## src/rtl/keypad_operand_entry.sv

```systemverilog
// keypad_operand_entry: 4x4 hex keypad scanner with debounce and 16-bit operand accumulator (accumulator built only when KEYPAD_ACCUM_EN is defined)
module keypad_operand_entry #(
  parameter int SCAN_DIV = 50000,
  parameter int DEBOUNCE_SCANS = 4
) (
  input  logic        clk,
  input  logic        rst,
  input  logic [3:0]  row,
  input  logic        clear,
  output logic [3:0]  col,
  output logic [3:0]  key_code,
  output logic        key_valid,
  output logic        key_held,
  output logic [15:0] operand
);
  localparam int CW = $clog2(SCAN_DIV);
  localparam int DW = $clog2(DEBOUNCE_SCANS + 1);
  localparam logic [CW-1:0] CNT_MAX = CW'(SCAN_DIV - 1);
  localparam logic [DW-1:0] DB_N = DW'(DEBOUNCE_SCANS);
  localparam logic [63:0] KEY_MAP = 64'hDEF0_C987_B654_A321;
  typedef enum logic [1:0] {SCAN, DEBOUNCE, HELD} state_t;
  state_t state;
  logic [CW-1:0] cnt;
  logic [DW-1:0] dcnt, dnext;
  logic [1:0] ci, lr, low_row;
  logic [3:0] code;
  logic sample, any_low, match, accept, adv;
  assign sample = cnt == CNT_MAX;
  assign any_low = row != 4'hF;
  assign low_row = !row[0] ? 2'd0 : !row[1] ? 2'd1 : !row[2] ? 2'd2 : 2'd3;
  assign match = any_low && low_row == lr;
  assign dnext = dcnt + 1'b1;
  assign accept = sample && any_low && (state == SCAN ? DEBOUNCE_SCANS == 1 : state == DEBOUNCE && match && dnext == DB_N);
  assign adv = sample && (state == SCAN ? !any_low : state == DEBOUNCE ? !match : !any_low && dnext == DB_N);
  assign code = KEY_MAP[{low_row, ci, 2'b00} +: 4];
  // Column dwell, scan/debounce/hold sequencing and registered key outputs
  always_ff @(posedge clk)
    if (rst) begin
      state <= SCAN;
      cnt <= '0;
      dcnt <= '0;
      ci <= '0;
      lr <= '0;
      col <= 4'b1110;
      key_code <= '0;
      key_valid <= 1'b0;
      key_held <= 1'b0;
    end else begin
      cnt <= sample ? '0 : cnt + 1'b1;
      key_valid <= accept;
      if (adv) begin
        ci <= ci + 2'd1;
        col <= ~(4'b0001 << (ci + 2'd1));
      end
      if (accept) begin
        state <= HELD;
        dcnt <= '0;
        lr <= low_row;
        key_code <= code;
        key_held <= 1'b1;
      end else if (sample)
        case (state)
          SCAN: if (any_low) begin
            state <= DEBOUNCE;
            lr <= low_row;
            dcnt <= DW'(1);
          end
          DEBOUNCE: if (match) dcnt <= dnext;
          else begin
            state <= SCAN;
            dcnt <= '0;
          end
          default: if (any_low) dcnt <= '0;
          else if (dnext == DB_N) begin
            state <= SCAN;
            dcnt <= '0;
            key_held <= 1'b0;
          end else dcnt <= dnext;
        endcase
    end
`ifdef KEYPAD_ACCUM_EN
  // Shift accepted digits in from the right; clear wins over a coincident key
  always_ff @(posedge clk)
    if (rst) operand <= '0;
    else if (clear) operand <= '0;
    else if (accept) operand <= {operand[11:0], code};
`else
  logic unused_clear;
  assign unused_clear = clear;
  assign operand = '0;
`endif
endmodule

```

## config.mk

```make
export PLATFORM = sky130hd
export DESIGN_NAME = keypad_operand_entry
export DESIGN_NICKNAME = d
export VERILOG_FILES = /design/src/rtl/keypad_operand_entry.sv
export SDC_FILE = /design/constraint.sdc
export NUM_CORES = 1
export LEC_CHECK = 0
export ABC_AREA = 1
export CAP_MARGIN = 10
export CORE_MARGIN = 3
export CORE_UTILIZATION = 55
export DETAILED_ROUTE_END_ITERATION = 8
export PLACE_DENSITY = 0.87
export SYNTH_ARGS = -nofsm -noshare
export SYNTH_HDL_FRONTEND = slang
export SYNTH_SLANG_ARGS = --single-unit
```

## constraint.sdc

```tcl
create_clock -name clk -period 4.7 [get_ports clk]
set_clock_uncertainty 0.1 [all_clocks]
set_input_delay 0.94 -clock clk [delete_from_list [all_inputs] [get_ports clk]]
set_output_delay 0.94 -clock clk [all_outputs]
set_load 0.1 [all_outputs]
```

# Word level (Yosys, flattened, before mapping)
# Index checks and enable logic that the tools add are counted.
# op_classes
addsub	3
eq_ne	13
shift	2
muxes	27
n_bitwise	1
reduce_logical	24
# ops
cell	n
indexed part select 64 x 7 -> 4 bit (first input constant)	1
two-way mux 2 bit	12
adder 16 x 1 -> 16 bit (second input constant)	1
== test 16 bit (second input constant)	1
two-way mux 3 bit	4
AND reduction 5 bit	2
two-way mux 1 bit	9
nonzero test 2 bit	4
logical AND 1 bit	7
!= test 3 bit (second input constant)	2
case mux 3 bit (2 select lines)	1
OR reduction 2 bit	3
!= test 2 x 1 -> 1 bit (second input constant)	2
!= test 2 bit (second input constant)	2
!= test 4 x 1 -> 1 bit (second input constant)	1
!= test 4 bit (second input constant)	1
inverter 4 bit	1
case mux 2 bit (2 select lines)	1
AND reduction 4 bit	1
nonzero test 4 bit	1
<< shifter 1 x 2 -> 4 bit (first input constant)	1
adder 3 x 1 -> 3 bit (second input constant)	1
== test 3 bit (second input constant)	1
!= test 3 x 1 -> 1 bit (second input constant)	1
other kinds (8)	9
# totals
register_bits	35
in_bits	7
out_inout_bits	26
word_cells	80

# Logic depth before layout (Yosys ltp)
# logic_depth
word_depth	11
depth_mapped	12
depth_no_buf	12

# Worst setup path after synthesis
# No wires, ideal clock.
# synth_timing
path_type	input-to-reg
startpoint	input port row[2]
endpoint	register key_code[0]
setup_ns	0.115
arrival_time_ns	1.855
required_time_ns	4.485
setup_slack_ns	2.630
cell_stages	10
path_buffers	0
cell_sequence	inv_1 nand2_1 nand2_1 nand2_1 nand2_2 nand4_4 nor2_2 nor2_4 nand2_1 nand2_1
# synth_via
elab_chain_len	9
elab_cells_between_ends	12
classes_between	2 x eq/ne; 1 x shift; 4 x mux; 5 x reduce/logical
# synth_rtl
item	line	text
start, declared	8	input logic [3:0] row,
parallel branches: the longest is 9 deep, another holds indexed part select 64 x 7 -> 4 bit	n/a	
end signal, assigned	59	key_code <= code;
end, declared	11	output logic [3:0] key_code,
# Several ways; the timed one is not identified.
# A chain may end at the register's enable or synchronous reset.

# Worst setup path in the final report
# layout_timing
startpoint	register col[2]
endpoint	output port col[2]
# layout_rtl
item	line	text
start, declared	10	output logic [3:0] col,
start signal, assigned	53	col <= ~(4'b0001 << (ci + 2'd1));
# No word-level cell between the ends.

==> results by group <==
STA
  • Final setup viols: 0
  • Fin crit share: 0.596
  • Worst-Margin Slew: approximately 970 ps
  • Setup TNS: 0 ps
  • Max-slew violation count: 0
  • RSZ-0062 raised after global routing: false
  • Relative slew margins: 0.354
  • Fin crit period: between 2000 and 3000 ps
  • Fmax: approximately 0.36 GHz
  • Final hold vios: 0
  • Hold Slack: roughly 350 ps

Drt
  • # DRC: 0
  • Wire length per cell: 11.0 µm
  • Vias per inst: 5.10
  • DR pass1 iterations: 4
  • WL final: between 4000 and 5000 µm
  • DR iter-0 viols: between 150 and 200
  • Antenna Nets Post-Route: 0
  • Via Count: 1893

Synth
  • Post-synth cell types: 35
  • Avg Synthesized Cell Area: around 7 µm²
  • Synth cell count leaders: nand2_1 (75), dfxtp_1 (35), inv_1 (35), nor2_1 (35), nand3_1 (23)
  • Top area cells in the synthesized netlist: dfxtp_1 (33%), nand2_1 (13%), inv_1 (6.2%)
  • Asr flop ratio synth: 0
  • Most common cell in the netlist: nand2_1
  • Synth Instances: approximately 310
  • Top_reg_cell synth: dfxtp_1
  • EDFF count, synth: 0
  • Cell taking the most area after synthesis: dfxtp_1
  • YS warnings: 0
  • Sequential area share after synthesis: 0.330
  • Post-synthesis cell area: between 2000 and 2500 µm²
  • Post-synth top area share: 0.330
  • Post-synthesis register bit count: 35

Die
  • Die span in x: 68.1 µm
  • Top Ports: 33
  • Initial core utilization: 0.602
  • Row count: 21
  • Die ar.: 4640 µm²
  • Core area: between 3000 and 4000 µm²
  • Die outline height: just under 70 µm

Placed design
  • Hpwl dp: about 3000 µm
  • IO buf count: 15
  • GPL Wtd Cong: about 0.9

Cells and area
  • Area of the multi-input gates: between 1000 and 1500 µm²
  • Storage element area: between 700 and 800 µm²
  • Area growth syn-to-layout: 11.0%
  • Share of layout cells above drive strength 1: 0.105
  • Final #Nets: ~340
  • Fillers: approximately 320
  • Fin util: 0.669
  • Diode count: 0

Setup path
  • CP required: between 3000 and 4000 ps
  • Max Fanout on Critical Path: 2
  • Crit path cell chain: clkdlybuf4s50_1
  • Crit path DAT: 1760 ps
  • Largest stage delay, worst path: 1140 ps
  • Worst path buffer plus inverter count: 1
  • CP endpoint kind: output port
  • CP Class: reg2out
  • Setup crit start kind: register
  • Slowest CP cell: clkdlybuf4s50_1
  • Crit path max-delay family: buffers and inverters

Pwr
  • Peak supply drop: ~0.15 mV
  • Pleak: around 1.1 nW
  • Power per cell area: ~280 nW/µm²
  • Power Total: about 650 µW

Clocking
  • Clk sinks: 35
  • Resized Gates After CTS: 0
  • CTS tree: done
  • Total number of H-tree levels: 2
  • Worst-path clk slew: roughly 70 ps
  • Num CTS Buffers: 5
  • Root Driver: clkbuf_8
  • Longest Clk Path Bufs: 2
  • Clock Latency Late Sink: roughly 290 ps
  • Postcts setup bufs: 0
  • CTS Hold Bufs: 0

Global routing
  • Grt ovf: 0
  • First-pass GRT wire length: 7140 µm
  • GRT Util Overall: 0.205
  • Vias in the first global route: 1681
  • Pin count of the biggest net entering global routing: 17
  • Initial antenna violation count: 0

Worst hold path
  • Worst Hold Class: reg2reg

Job
  • Total of max-cap violations: 0

Outcome
  • Status: complete, no violations
report_power, final:
part           internal, mW  switching [mW]  leakage [nW]
sequential            0.299         0.00153         0.283
clock                 0.155           0.107        0.0513
combinational        0.0108          0.0748         0.730
cells by family (layout without fill, tap and decap cells):
family	Yosys count	in the layout	synth area share
AOI/OAI and AO/OA	30	30	0.0838
xor gates and xnor gates	3	3	0.0124
other	1	16	0.00177
buffers and inverters	57	61	0.132
and+or+nand+nor	171	171	0.386
DFF	35	35	0.330
adders and majority gates	9	9	0.0531
per-layer routing:
| layer | global-route usage | part of all wire |
|---|---|---|
| met2 | 0.332 | 0.47 |
| met1 | 0.252 | 0.45 |
| met3 | 0.0624 | 0.066 |
| met5 | 0 | 0 |
| met4 | 0.0819 | 0.015 |
worst paths after layout:
path / startpoint / endpoint / slack, ps / depth (start not counted)
worst max-delay path: col[2]$_SDFFE_PP1P_ / col[2] / 1900 / 1
worst min register to register: key_code[2]$_SDFFE_PP0P_ / key_code[2]$_SDFFE_PP0P_ / 350 / 2
worst max register to register: cnt[0]$_SDFF_PP0_ / cnt[11]$_SDFF_PP0_ / 2840 / 7
worst min-delay path: key_code[2]$_SDFFE_PP0P_ / key_code[2]$_SDFFE_PP0P_ / 350 / 2
cell usage in the layout (no fill, tap or decap), drive strengths merged, types with 2 or more instances in the layout:
cell	count
o21ai	9
or2	2
a21oi	14
o21a	2
inv	38
nand2	83
o211ai	2
nor3	7
nand3	23
clkdlybuf4s50	15
conb	16
dfxtp	35
nor2	45
nand3b	3
ha	9
xor2	3
clkbuf	6
nand4	5
area by class of cell:
class | count | area share
Clock buffer | 6 | 0.0308
Clock inverter | 1 | 0.0128
Inverter | 39 | 0.0627
Multi-Input combinational cell | 229 | 0.508
Sequential cell | 35 | 0.298
Tap cell | 46 | 0.0244
Timing Repair Buffer | 15 | 0.0638
state kept, by name (all words and copies together) (netlist names):
register / cells
cnt: 16
col: 4
key_code: 4
dcnt: 3
ci: 2
lr: 2
state: 2
key_held: 1
key_valid: 1
worst register-to-register path, stage by stage, from the launching register on:
cell and delay, ps:
dfxtp_1 360, ha_1 210, nand3_1 140, nor2_2 200, nand4_2 230, nand2_2 330
nor2_1 90, o21a_1 110
metrics by stage:
stage | instance area [µm²] | setup slack [ps] | std cells
global placement | 2250 | 2010 | 364
finish | 2350 | 1900 | 371
global route | 2350 | 1830 | 371
detailed placement | 2250 | 1970 | 364
CTS | 2350 | 1890 | 371
floorplan | 2180 | 2630 | 321
(Power assumes the default switching activity.)
